$ cat src/rtl/fetch_unit_pkg.sv
// fetch_unit_pkg: shared fetch constants and the discard FSM state type.
//   RESET_PC_DEF : default reset PC
//   INSTR_W      : instruction word width
//   PC_INC       : sequential PC increment
package fetch_unit_pkg;
    localparam logic [31:0] RESET_PC_DEF = 32'h0000_3000;
    localparam int          INSTR_W      = 32;
    localparam logic [31:0] PC_INC       = 32'd4;

    // RUN: no wrong-path responses pending; DRAIN: discard_cnt > 0
    typedef enum logic {RUN, DRAIN} fetch_state_t;
endpackage

$ cat src/rtl/fetch_fifo.sv
// fetch_fifo: DEPTH-entry synchronous FIFO with push, pop, flush and count.
//   clk, rst_n : clock, async active-low reset
//   flush      : empties the FIFO; wins over push, a same-cycle pop still completes
//   push, din  : write din at the tail
//   pop        : drop the head (caller only pops when count != 0)
//   dout       : head entry, 0 when empty
//   count      : number of entries held
module fetch_fifo #(
    parameter int DEPTH = 2,
    parameter int W     = 32
) (
    input  logic                   clk,
    input  logic                   rst_n,
    input  logic                   flush,
    input  logic                   push,
    input  logic [W-1:0]           din,
    input  logic                   pop,
    output logic [W-1:0]           dout,
    output logic [$clog2(DEPTH):0] count
);
    localparam int AW = $clog2(DEPTH);
    localparam int CW = AW + 1;

    logic [W-1:0]  mem [DEPTH];
    logic [AW-1:0] wr_ptr, rd_ptr;

    always_ff @(posedge clk or negedge rst_n) begin
        if (!rst_n) begin
            wr_ptr <= '0;
            rd_ptr <= '0;
            count  <= '0;
        end else if (flush) begin
            wr_ptr <= '0;
            rd_ptr <= '0;
            count  <= '0;
        end else begin
            if (push) wr_ptr <= wr_ptr + 1'b1;
            if (pop) rd_ptr <= rd_ptr + 1'b1;
            count <= count + CW'(push) - CW'(pop);
        end
    end

    always_ff @(posedge clk) begin
        if (push && !flush) mem[wr_ptr] <= din;
    end

    // Storage is not reset, so an empty FIFO presents zeros
    assign dout = (count == '0) ? '0 : mem[rd_ptr];
endmodule

$ cat src/rtl/fetch_unit.sv
// fetch_unit: instruction-fetch front end with in-order imem requests,
// {pc, instr} buffer to decode and redirect with wrong-path discard.
//   clk, rst_n                  : clock, async active-low reset
//   redirect_valid, redirect_pc : resolved non-sequential target
//   imem_req/addr/gnt           : fetch request channel
//   imem_rvalid/rdata           : in-order response channel
//   id_valid/ready/pc/instr     : handshake to decode
module fetch_unit
    import fetch_unit_pkg::*;
#(
    parameter logic [31:0] RESET_PC = RESET_PC_DEF,
    parameter int          DEPTH    = 2
) (
    input  logic               clk,
    input  logic               rst_n,
    input  logic               redirect_valid,
    input  logic [31:0]        redirect_pc,
    output logic               imem_req,
    output logic [31:0]        imem_addr,
    input  logic               imem_gnt,
    input  logic               imem_rvalid,
    input  logic [INSTR_W-1:0] imem_rdata,
    output logic               id_valid,
    input  logic               id_ready,
    output logic [31:0]        id_pc,
    output logic [INSTR_W-1:0] id_instr
);
    localparam int CW = $clog2(DEPTH) + 1;

    fetch_state_t          state, state_nxt;
    logic [31:0]           pc, tag;
    logic [CW-1:0]         outstanding, occupancy, discard_cnt, discard_nxt;
    logic [CW+1:0]         credit_used;
    logic [32+INSTR_W-1:0] head;
    logic                  grant, rsp, drop, xfer;

    assign xfer        = id_valid && id_ready;
    // A head leaving this cycle frees its slot, which sustains one fetch per cycle
    assign credit_used = (CW+2)'(outstanding) + (CW+2)'(occupancy)
                       + (CW+2)'(discard_cnt) - (CW+2)'(xfer);
    assign imem_req    = rst_n && (credit_used < (CW+2)'(DEPTH));
    assign imem_addr   = pc;
    assign grant       = imem_req && imem_gnt;
    // Responses with nothing outstanding (e.g. left over from before reset) are ignored
    assign rsp         = imem_rvalid && (outstanding != '0);
    assign drop        = rsp && (state == DRAIN || redirect_valid);
    assign id_valid    = occupancy != '0;
    assign id_pc       = head[32+INSTR_W-1:INSTR_W];
    assign id_instr    = head[INSTR_W-1:0];

    fetch_fifo #(.DEPTH(DEPTH), .W(32)) u_tag_q (
        .clk(clk), .rst_n(rst_n), .flush(1'b0),
        .push(grant), .din(pc), .pop(rsp),
        .dout(tag), .count(outstanding)
    );

    fetch_fifo #(.DEPTH(DEPTH), .W(32+INSTR_W)) u_buf (
        .clk(clk), .rst_n(rst_n), .flush(redirect_valid),
        .push(rsp && !drop), .din({tag, imem_rdata}), .pop(xfer),
        .dout(head), .count(occupancy)
    );

    // On redirect every fetch still outstanding after this cycle is wrong-path
    always_comb begin
        discard_nxt = discard_cnt;
        state_nxt   = state;
        if (redirect_valid) discard_nxt = outstanding + CW'(grant) - CW'(rsp);
        else if (drop) discard_nxt = discard_cnt - 1'b1;
        state_nxt = (discard_nxt != '0) ? DRAIN : RUN;
    end

    always_ff @(posedge clk or negedge rst_n) begin
        if (!rst_n) begin
            pc          <= RESET_PC;
            discard_cnt <= '0;
            state       <= RUN;
        end else begin
            pc          <= redirect_valid ? (redirect_pc & ~32'h3) : grant ? pc + PC_INC : pc;
            discard_cnt <= discard_nxt;
            state       <= state_nxt;
        end
    end
endmodule

$ cat config.mk
export PLATFORM = sky130hd
export DESIGN_NAME = fetch_unit
export DESIGN_NICKNAME = d
export VERILOG_FILES = /design/src/rtl/fetch_unit_pkg.sv /design/src/rtl/fetch_fifo.sv /design/src/rtl/fetch_unit.sv
export SDC_FILE = /design/constraint.sdc
export NUM_CORES = 1
export LEC_CHECK = 0
export ABC_CLOCK_PERIOD_IN_PS = 9100
export CAP_MARGIN = 40
export CORE_ASPECT_RATIO = 2
export CORE_MARGIN = 2
export CORE_UTILIZATION = 50
export CTS_BUF_LIST = sky130_fd_sc_hd__clkbuf_4 sky130_fd_sc_hd__clkbuf_8
export DETAILED_ROUTE_END_ITERATION = 10
export GPL_ROUTABILITY_DRIVEN = 0
export HOLD_SLACK_MARGIN = 0.06
export PLACE_DENSITY = 0.73
export SLEW_MARGIN = 40
export SYNTH_ARGS = -nofsm -noshare
export SYNTH_HDL_FRONTEND = slang
export SYNTH_HIERARCHICAL = 1
export SYNTH_SLANG_ARGS = --single-unit
$ cat constraint.sdc
create_clock -name clk -period 9.1 [get_ports clk]
set_input_delay 1.82 -clock clk [delete_from_list [all_inputs] [get_ports clk]]
set_output_delay 1.82 -clock clk [all_outputs]
set_load 0.05 [all_outputs]
# [Word-level counts from Yosys, hierarchy flattened]
# Memories as Yosys holds them, arrays and structs flattened.
# Cells that the tools add are included.
[word_totals] ff_bits=43 ramBits=192 in_bits=70 out_inout_bits=98 wordCells=59 n_memories=2
[op_classes] n_addsub=13 order_cmp=1 n_mux=16 reduce_logical=18
[memory_table] memory="u_buf.mem" words=2 word_bits=64 read_ports=1 rd_clocked_by_memory_dff=0 wr=1 line="fetch_fifo.sv:24" text="logic [W-1:0] mem [DEPTH];"
[memory_table] memory="u_tag_q.mem" words=2 word_bits=32 read_ports=1 rd_clocked_by_memory_dff=0 wr=1 line="fetch_fifo.sv:24"
[ops] operator="two-way mux 32 bit" n=3
[ops] operator="two-way mux 64 bit" n=1
[ops] operator="adder 32 x 3 -> 32 bit, second input constant" n=1
[ops] operator="nonzero test 2 bit" n=6
[ops] operator="two-way mux 1 bit" n=9
[ops] operator="logical AND 1 bit" n=7
[ops] operator="two-way mux 2 bit" n=3
[ops] operator="adder 1 bit, second input constant" n=4
[ops] operator="adder 2 x 1 -> 2 bit" n=2
[ops] operator="adder 3 x 2 -> 4 bit" n=1
[ops] operator="zero test 2 bit" n=2
[ops] operator="< comparator 4 x 2 -> 1 bit, second input constant" n=1
[ops] operator="subtractor 2 x 1 -> 2 bit" n=2
[ops] operator="subtractor 4 x 1 -> 4 bit" n=1
[ops] operator="adder 2 x 2 -> 3 bit" n=1
[ops] operator="zero test 1 bit" n=2
[ops] operator="subtractor 2 x 1 -> 2 bit, second input constant" n=1
[ops] operator="logical OR 1 bit" n=1

# [Logic depth before layout (Yosys ltp)]
# Gate-level depths: netlist of the first run.
[depth] depth_word=11 depth_mapped=19 ltp_nobuf=18

# [Modules after synthesis]
# The synthesis of the first run kept the hierarchy.
[by_module_without_submodules] mod="fetch_fifo at u_buf" instances=1 cells_each=287 area_per_inst_um2=5061.1 seq_area_each_um2=3943.8
[by_module_without_submodules] mod="fetch_fifo at u_tag_q" instances=1 cells_each=153 area_per_inst_um2=2661.3 seq_area_each_um2=2021.9
[by_module_without_submodules] mod="fetch_unit" instances=1 cells_each=274 area_per_inst_um2=2329.7 seq_area_each_um2=828.3

# [Worst setup path after synthesis of the first run]
# Ideal clock, no wire load.
[synth_timing] path_type="input port to flip-flop" start="input port redirect_valid" end="memory u_buf/mem[0][0] (netlist bit), enable pin" setup_time_ps=579 arrival_time_ps=7321 required_ps=8521 path_slack_ps=1200 stages=4 n_path_buf=2 path_cell_list="clkbuf_1 -> clkbuf_1 -> nor3b_1 -> nor3b_1"
[synth_between] elab_chain_cells=7
[synth_lines] element="start: declaration" line="fetch_unit.sv:16" text="input logic redirect_valid,"
[synth_lines] element="logical OR 1 bit" line="fetch_unit.sv:46" text="assign drop = rsp && (state == DRAIN || redirect_valid);"
[synth_lines] element="logical AND 1 bit" line="fetch_unit.sv:46"
[synth_lines] element="zero test 1 bit" line="fetch_unit.sv:59" text=".push(rsp && !drop), .din({tag, imem_rdata}), .pop(xfer),"
[synth_lines] element="logical AND 1 bit" line="fetch_unit.sv:59"
[synth_lines] element="logical AND 1 bit (*)" line="fetch_fifo.sv:44" text="if (push && !flush) mem[wr_ptr] <= din;"
[synth_lines] element="two-way mux 1 bit (*)" line="fetch_fifo.sv:44"
[synth_lines] element="two-way mux 1 bit (implied by the code) (*)" line="fetch_fifo.sv:44"
[synth_lines] element="end: declaration" line="fetch_fifo.sv:24"
# Mark *: on every way between the ends. The rest lies on a longest branch, timed or not.

# [Worst setup path after layout of the first run]
[layout_timing] start="input port id_ready" end="output port imem_req"
[layout_between] elab_chain_cells=4
[layout_lines] element="start: declaration" line="fetch_unit.sv:24" text="input logic id_ready,"
[layout_lines] element="logical AND 1 bit" line="fetch_unit.sv:37" text="assign xfer = id_valid && id_ready;"
[layout_lines] element="net xfer" line="fetch_unit.sv:35" text="logic grant, rsp, drop, xfer;"
[layout_lines] element="subtractor 4 x 1 -> 4 bit" line="fetch_unit.sv:40" text="+ (CW+2)'(discard_cnt) - (CW+2)'(xfer);"
[layout_lines] element="< comparator 4 x 2 -> 1 bit" line="fetch_unit.sv:41" text="assign imem_req = rst_n && (credit_used < (CW+2)'(DEPTH));"
[layout_lines] element="logical AND 1 bit" line="fetch_unit.sv:41"
[layout_lines] element="end: declaration" line="fetch_unit.sv:18" text="output logic imem_req,"
# The timed path passes the listed nets, and every way through them passes these cells.

==> flow_summary.toml, run 1 <==
[synthesis]
synth-edff-count = 192
syn-instance-count = 714
ys_seq_area_frac = 0.676
avgSynthCellArea_um2 = 14.1
synth.area.top_cells = "edfxtp_1 (57%), dfrtp_1 (9.7%), mux2i_1 (9.7%), nor2_1 (4.6%), ha_1 (1.4%)"
synthTopCellsByCount = "edfxtp_1 (192), nor2_1 (122), mux2i_1 (97)"
netlist.area_leader.share = 0.574
ys_seq_elements = 233
synthesis.area_um2 = 10100
synth_area_leader_cell = "edfxtp_1"
synth_ff_type = "edfxtp_1"
synth_warnings = 6
synth.most_common_cell = "edfxtp_1"
ys_types = 56
async_reset_ff_frac = 0.176

[routing]
remaining_drc_errors = 0
vias_per_cell = 5.30
wire_per_inst_um = 17.0
num_vias = 6257
firstDrtPassIters = 4
drt_wl_total_um = 20100
drt_first_iter_violations = 255
postRouteAntennaNets = 0

[sta]
clock_skew_ps = 15.2
worstMarginPinSlew_ps = 788
min_period_ps = 7080
setup_tns_ps = 0
rsz0062_at_grt = "no"
slew_violations = 0
hold_violations = 0
timing.fmax_ghz = 0.141
setup_violations = 0
slew_headroom = 0.475
min_period_over_period = 0.778

[critical_path]
slowest_stage = "clkdlybuf4s50_1"
cp_cell_sequence = "clkdlybuf4s50_1 > and2_1 > ha_1 > inv_1 > fa_1 > ha_1 > fa_1 > xor2_1 > nor4b_1 > clkdlybuf4s50_1"
crit_family = "buffers and inverters"
max_stage_delay_ps = 870
endpoint_kind = "output pin"
cp.arrival_ps = 5260
worstSetupPathType = "input pin to output pin"
cp.depth = 10
path_buf_inv = 3
r2r_cells = 13
critPathRequiredTime_ps = 7280
crit_path_max_fanout = 3
critical_path.startpoint_type = "input pin"

[placed_design]
place_area_um2 = 11900
dp.final_hpwl_um = 13500
portBuffers = 163
place_inst = 1125

[power]
power.leakage_uw = 0.00425
max-vdd-ir-drop_v = 0.000232
cellPowerDensity_nw_per_um2 = 293

[clock_tree]
clkLatencyLatePin_ps = 560
ctsRootBufferMaster = "clkbuf_8"
cts-resized-gates = 0
tritoncts = "done"
clock_path_buffers = 3
cts.clk_slew.worst_paths_ps = 70
cts_setup_buffers = 0
cts_hold_buffers = 0
cts_made_buffers = 30
cts.sinks = 233
cts.htree.levels = 1

[hold_path]
min_path_type = "flip-flop to flip-flop"
worstHoldPathCells = 2

[global_routing]
grt_max_degree = 65
grt_overflow = 0
grt_pass1_vias = 6429
antenna_found_initial = 0
grt_pass1_wl_um = 32500
track_usage = 0.191

[die]
fp.dieW_um = 104
dieArea_um2 = 21300
num_rows = 73
die_h_um = 205
pin_count = 168
coreArea_um2 = 19800
floorplan.initialDensity = 0.507

[final_layout]
fill_cells = 1547
finalNonFillerCells = 1181
antenna_cells = 0
areaGrowthSynthToFinish_pct = 25.1
nets = 978
drive_gt1_frac = 0.0871
final_area_um2 = 12600

[outcome]
status = "complete, no violations"

[job]
cap_violations = 0
flip-flops by register name, indices dropped and copies added, names as in the netlist:
name,flops
u_buf/mem,128
u_tag_q/mem,64
imem_addr,30
discard_cnt,2
u_buf/count,2
u_tag_q/count,2
state,1
u_buf/rd_ptr,1
u_buf/wr_ptr,1
u_tag_q/rd_ptr,1
u_tag_q/wr_ptr,1
cell type report:
cell class,instances,area (um2),area share
clock buffers,39,505,0.0402
clock inverters,17,156,0.0124
inverters,18,67.6,0.00537
multi-input cells,437,2960,0.236
flip-flops and latches,233,6800,0.541
well taps,262,328,0.0261
repair buffers,175,1750,0.139
logic make-up after synthesis:
logic type / Yosys count / share of synthesized area
simple gates: 238 / 0.116
flops: 233 / 0.676
mux: 98 / 0.0977
compound gates: 58 / 0.0378
buf+inv: 55 / 0.0358
xor+xnor: 18 / 0.0192
fa+ha+maj: 13 / 0.0177
other cells: 1 / 0.000373
tightest hold or removal path: stages (launching register included):
cell and delay, ps:
dfstp_2 410, o31ai_1 70, a31oi_1 80
path summary, 6_finish.rpt:
| path | from | endpoint | slack [ps] |
|---|---|---|---|
| min | imem_addr[13] | imem_addr[13] | 560 |
| min reg2reg | imem_addr[13] | imem_addr[13] | 560 |
| min in group asynchronous | rst_n | imem_addr[25] | 1340 |
| max reg2reg | u_buf/count[1] | imem_addr[19] | 4860 |
| max in group asynchronous | rst_n | u_tag_q/rd_ptr | 7300 |
| max | id_ready | imem_req | 2020 |
per-stage QoR:
| stage | hold WS, ps | util | setup WS (ps) | power, uW |
|---|---|---|---|---|
| 2_1_floorplan | 517 | - | 1200 | 2470 |
| 3_3_place_gp | 535 | 0.598 | 2050 | 2860 |
| 3_5_place_dp | 546 | 0.600 | 2060 | 2900 |
| 4_1_cts | 558 | 0.634 | 2040 | 3720 |
| 5_1_grt | 588 | 0.634 | 1900 | 3860 |
| 6_report | 559 | 0.634 | 2020 | 3680 |
metal layers:
metal  vias up  part of all wire  GRT usage
met4         0             0.042     0.0985
met1      3013              0.37      0.199
met2       186              0.55      0.368
met5         -                 0          0
met3        49             0.041     0.0277
li1       3009                 -          -
where the power goes:
part | switching (uW) | internal, uW | total (uW)
combinational | 957 | 527 | 1480
clock | 363 | 451 | 814
sequential | 97.0 | 1280 | 1380
total | 1420 | 2260 | 3680
layout by cell type (no fill, tap or decap), drive strengths merged, types with 13 or more instances in the layout:
| master | synthesis | routed |
|---|---|---|
| a31oi | 17 | 17 |
| buf | 26 | 13 |
| clkbuf | 11 | 39 |
| clkdlybuf4s50 | 0 | 162 |
| clkinv | 0 | 13 |
| dfrtp | 39 | 39 |
| edfxtp | 192 | 192 |
| inv | 18 | 19 |
| mux2i | 97 | 97 |
| nand2 | 26 | 26 |
| nand3 | 14 | 14 |
| nand4 | 16 | 16 |
| nor2 | 124 | 124 |
| o21ai | 14 | 14 |
| or4 | 15 | 15 |
Power figures use the tool's default switching activity.
==> inputs of run 2 (changes only) <==
--- a/config.mk
+++ b/config.mk
@@ -5,7 +5,7 @@
 export SDC_FILE = /design/constraint.sdc
 export NUM_CORES = 1
 export LEC_CHECK = 0
-export ABC_CLOCK_PERIOD_IN_PS = 9100
+export ABC_CLOCK_PERIOD_IN_PS = 6500
 export CAP_MARGIN = 40
 export CORE_ASPECT_RATIO = 2
 export CORE_MARGIN = 2
@@ -14,7 +14,7 @@
 export DETAILED_ROUTE_END_ITERATION = 10
 export GPL_ROUTABILITY_DRIVEN = 0
 export HOLD_SLACK_MARGIN = 0.06
-export PLACE_DENSITY = 0.73
+export PLACE_DENSITY = 0.76
 export SLEW_MARGIN = 40
 export SYNTH_ARGS = -nofsm -noshare
 export SYNTH_HDL_FRONTEND = slang
==> constraint.sdc (replaced) <==
create_clock -name clk -period 6.5 [get_ports clk]
set_input_delay 1.3 -clock clk [delete_from_list [all_inputs] [get_ports clk]]
set_output_delay 1.3 -clock clk [all_outputs]
set_load 0.05 [all_outputs]
==> flow_summary.toml, run 2 (synthesis gave the netlist of run 1 again) <==
[routing]
num_vias = 6284
drt_first_iter_violations = 223
postRouteAntennaNets = 0
vias_per_cell = 5.32
drt_wl_total_um = 20700
firstDrtPassIters = 5
remaining_drc_errors = 0
wire_per_inst_um = 17.5

[die]
floorplan.initialDensity = 0.507
num_rows = 73
coreArea_um2 = 19800
dieArea_um2 = 21300
fp.dieW_um = 104
die_h_um = 205
pin_count = 168

[final_layout]
regMostFlops = "u_buf/mem"
final_common_cell = "edfxtp_1"
areaGrowthSynthToFinish_pct = 25.3
fill_cells = 1547
largest_reg_flops = 128
antenna_cells = 0
final_area_um2 = 12600
nets = 978
final_cell_mix = "edfxtp_1 (192), clkdlybuf4s50_1 (162), nor2_1 (121)"
finalNonFillerCells = 1181
drive_gt1_frac = 0.0903

[job]
cap_violations = 0

[global_routing]
grt_pass1_vias = 6275
grt_max_degree = 65
grt_pass1_wl_um = 32700
grt_overflow = 0
track_usage = 0.194
antenna_found_initial = 0

[clock_tree]
clock_path_buffers = 3
cts_made_buffers = 30
cts-resized-gates = 0
tritoncts = "done"
cts_setup_buffers = 0
clkLatencyLatePin_ps = 570
cts.clk_slew.worst_paths_ps = 70
ctsRootBufferMaster = "clkbuf_8"
cts.htree.levels = 1
cts.sinks = 233
cts_hold_buffers = 0

[placed_design]
place_area_um2 = 11900
dp.final_hpwl_um = 14100
portBuffers = 163
place_inst = 1124

[critical_path]
crit_path_max_fanout = 3
r2r_cells = 15
path_buf_inv = 3
critical_path.startpoint_type = "input pin"
crit_family = "buffers and inverters"
cp.arrival_ps = 4760
critPathRequiredTime_ps = 5200
cp.depth = 10
max_stage_delay_ps = 880
cp_cell_sequence = "clkdlybuf4s50_1 > and2_1 > ha_1 > inv_1 > fa_1 > ha_1 > fa_1 > xor2_1 > nor4b_1 > clkdlybuf4s50_1"
worstSetupPathType = "input pin to output pin"
slowest_stage = "clkdlybuf4s50_1"
endpoint_kind = "output pin"

[power]
power.share.combinational = 0.394
power.leakage_uw = 0.00426
p_sw_frac = 0.382
switchingPower_uw = 1990
cellPowerDensity_nw_per_um2 = 413
p_total_uw = 5200
internal-power_uw = 3210
max-vdd-ir-drop_v = 0.000347
seq_power_share = 0.378
pwr-share-clk = 0.228

[sta]
min_period_ps = 6060
worstMarginPinSlew_ps = 817
hold_violations = 0
timing.fmax_ghz = 0.165
setup_tns_ps = 0
slew_headroom = 0.450
clock_skew_ps = 21.2
slew_violations = 0
min_period_over_period = 0.932
rsz0062_at_grt = "no"
setup_violations = 0

[hold_path]
min_path_type = "flip-flop to flip-flop"
worstHoldPathCells = 2

[outcome]
status = "complete, no violations"
run 2: power groups by stage:
stage / registers (uW) / clock network, uW / logic (uW)
after floorplan: 1970 / 0 / 1480
after global placement: 1990 / 0 / 2010
after detailed placement: 2000 / 0 / 2060
after CTS: 1960 / 1220 / 2060
after global routing: 1980 / 1270 / 2190
final: 1960 / 1190 / 2050
run 2: metrics by stage:
step                worst slack [ps]  hold slack, ps  utilization
floorplan                        105             517            -
detailed placement               428             532        0.599
global placement                 481             528        0.599
finish                           442             550        0.636
global route                     229             561        0.636
CTS                              406             544        0.634
run 2: path summary, 6_finish.rpt:
| check | startpoint | end | slack (ps) |
|---|---|---|---|
| setup / recovery | id_ready | imem_req | 440 |
| setup reg to reg | u_buf/count[1] | u_tag_q/mem[0][14] | 2320 |
| hold / removal | imem_addr[13] | imem_addr[13] | 550 |
| hold reg to reg | imem_addr[13] | imem_addr[13] | 550 |
| min in group asynchronous | rst_n | imem_addr[29] | 870 |
| max in group asynchronous | rst_n | u_tag_q/rd_ptr | 5170 |
run 2: per-layer routing:
layer	part of all wire	wire, um	vias to the layer above	global-route usage
met5	0	0	-	0
met4	0.040	828	0	0.0956
met3	0.043	891	50	0.0248
met2	0.56	11600	213	0.372
met1	0.36	7380	3015	0.206
li1	-	-	3006	-
run 2: area by class of cell:
type	count	area, um2	share of cell area
tap	262	328	0.0260
clock inverter	7	106	0.00844
sequential	233	6800	0.540
clock buffer	49	587	0.0466
inverter	18	67.6	0.00536
timing repair buffer	175	1730	0.138
multi-input combinational	437	2970	0.236
run 2: worst register-to-register path, stage by stage (launching register included):
cell	delay (ps)
dfrtp_1	420
inv_1	100
nand2_1	90
and2_1	230
ha_1	290
inv_1	40
ha_1	260
a21o_1	170
ha_1	190
fa_1	490
nor4bb_1	300
buf_4	230
nand2_1	90
inv_1	270
nor3b_2	220
buf_4	410
==> inputs of run 3 (changes only) <==
--- a/config.mk
+++ b/config.mk
@@ -7,9 +7,11 @@
 export LEC_CHECK = 0
 export ABC_CLOCK_PERIOD_IN_PS = 6500
 export CAP_MARGIN = 40
+export CELL_PAD_IN_SITES_DETAIL_PLACEMENT = 1
+export CELL_PAD_IN_SITES_GLOBAL_PLACEMENT = 1
 export CORE_ASPECT_RATIO = 2
 export CORE_MARGIN = 2
-export CORE_UTILIZATION = 50
+export CORE_UTILIZATION = 41
 export CTS_BUF_LIST = sky130_fd_sc_hd__clkbuf_4 sky130_fd_sc_hd__clkbuf_8
 export DETAILED_ROUTE_END_ITERATION = 10
 export GPL_ROUTABILITY_DRIVEN = 0
==> flow_summary.toml, run 3 (synthesis gave the netlist of run 1 again) <==
[critical_path]
critical_path.startpoint_type = "input pin"
crit_path_max_fanout = 3
cp.arrival_ps = 4100
critPathRequiredTime_ps = 5200
endpoint_kind = "output pin"
worstSetupPathType = "input pin to output pin"

[routing]
drt_wl_total_um = 22900
num_vias = 6371
postRouteAntennaNets = 0
remaining_drc_errors = 0
vias_per_cell = 5.26
wire_per_inst_um = 18.9
drt_first_iter_violations = 295
firstDrtPassIters = 4

[power]
p_sw_frac = 0.392
internal-power_uw = 3230
cellPowerDensity_nw_per_um2 = 420
power.share.combinational = 0.392
p_total_uw = 5310
pwr-share-clk = 0.238
power.leakage_uw = 0.00427
switchingPower_uw = 2080
seq_power_share = 0.370
max-vdd-ir-drop_v = 0.000189

[final_layout]
nets = 981
final_cell_mix = "edfxtp_1 (192), clkdlybuf4s50_1 (161), nor2_1 (121)"
areaGrowthSynthToFinish_pct = 25.8
fill_cells = 2470
drive_gt1_frac = 0.0945
antenna_cells = 0
final_common_cell = "edfxtp_1"
regMostFlops = "u_buf/mem"
largest_reg_flops = 128

[global_routing]
grt_overflow = 0
grt_pass1_vias = 6866
antenna_found_initial = 0
track_usage = 0.180
grt_max_degree = 65
grt_pass1_wl_um = 36400

[die]
dieArea_um2 = 25900
pin_count = 168
fp.dieW_um = 115
floorplan.initialDensity = 0.413
coreArea_um2 = 24300
die_h_um = 225
num_rows = 81

[sta]
slew_headroom = 0.493
rsz0062_at_grt = "no"
clock_skew_ps = 21.3
min_period_ps = 5400
min_period_over_period = 0.831
slew_violations = 0
setup_violations = 0
setup_tns_ps = 0
hold_violations = 0
worstMarginPinSlew_ps = 761
timing.fmax_ghz = 0.185

[job]
cap_violations = 0

[clock_tree]
cts.htree.levels = 2
cts-resized-gates = 0
cts_made_buffers = 34
cts.clk_slew.worst_paths_ps = 60
cts_setup_buffers = 0
clkLatencyLatePin_ps = 520
cts.sinks = 233
cts_hold_buffers = 0
clock_path_buffers = 3
tritoncts = "done"
ctsRootBufferMaster = "clkbuf_8"

[hold_path]
min_path_type = "flip-flop to flip-flop"

[outcome]
status = "complete, no violations"

[placed_design]
dp.final_hpwl_um = 15600
portBuffers = 163
-- run 3: changes by cell type in the layout (fill, tap and decap cells not counted), sizes merged --
cell           delta
clkinv            +8
clkdlybuf4s50     -1
bufinv            +1
clkbuf            -8
clkinvlp          +2
-- run 3: area by class of cell --
| class | count | area, um2 | share of cell area |
|---|---|---|---|
| multi-input cells | 437 | 2970 | 0.235 |
| clock inverters | 18 | 195 | 0.0154 |
| clock buffers | 41 | 533 | 0.0422 |
| flip-flops and latches | 233 | 6800 | 0.538 |
| inverters | 18 | 67.6 | 0.00534 |
| well taps | 290 | 363 | 0.0287 |
| repair buffers | 174 | 1710 | 0.135 |
-- run 3: metal layers --
layer | global-route usage | vias to the layer above | routed length [um]
met1 | 0.194 | 3156 | 8340
met5 | 0 | - | 0
li1 | - | 3001 | -
met3 | 0.0253 | 45 | 853
met2 | 0.343 | 169 | 12900
met4 | 0.0766 | 0 | 774
-- run 3: worst max-delay path, stage by stage --
cell and delay, ps:
clkdlybuf4s50_1 450, and2_1 190, ha_1 170, inv_1 50, fa_1 440, ha_1 220, fa_1 430, xor2_1 270
nor4b_1 320, buf_4 260
-- run 3: through the flow --
stage                     setup slack [ps]  hold WS [ps]  cells  utilization  area, um2
after CTS                             1060           586   1211        0.519      12600
final                                 1100           576   1211        0.520      12600
after global placement                1130           551   1152        0.489      11900
after global routing                   960           598   1211        0.520      12600
after detailed placement              1060           576   1152        0.490      11900
after floorplan                        105           517    725            -      10100
-- run 3: power groups by stage --
stage	clock, uW	combinational [uW]	sequential (uW)
3_5_place_dp	0	2110	2000
4_1_cts	1300	2110	1970
2_1_floorplan	0	1480	1970
3_3_place_gp	0	2060	1990
6_report	1260	2080	1960
5_1_grt	1360	2230	1980
-- run 3: path summary, 6_finish.rpt --
| check | to | cells past startpoint | slack [ps] | from |
|---|---|---|---|---|
| min in group asynchronous | u_buf/rd_ptr | 2 | 860 | rst_n |
| max | imem_req | 10 | 1100 | id_ready |
| min | imem_addr[13] | 2 | 580 | imem_addr[13] |
| min reg2reg | imem_addr[13] | 2 | 580 | imem_addr[13] |
| max in group asynchronous | u_tag_q/rd_ptr | 2 | 5170 | rst_n |
| max reg2reg | imem_addr[21] | 13 | 2270 | u_buf/count[1] |
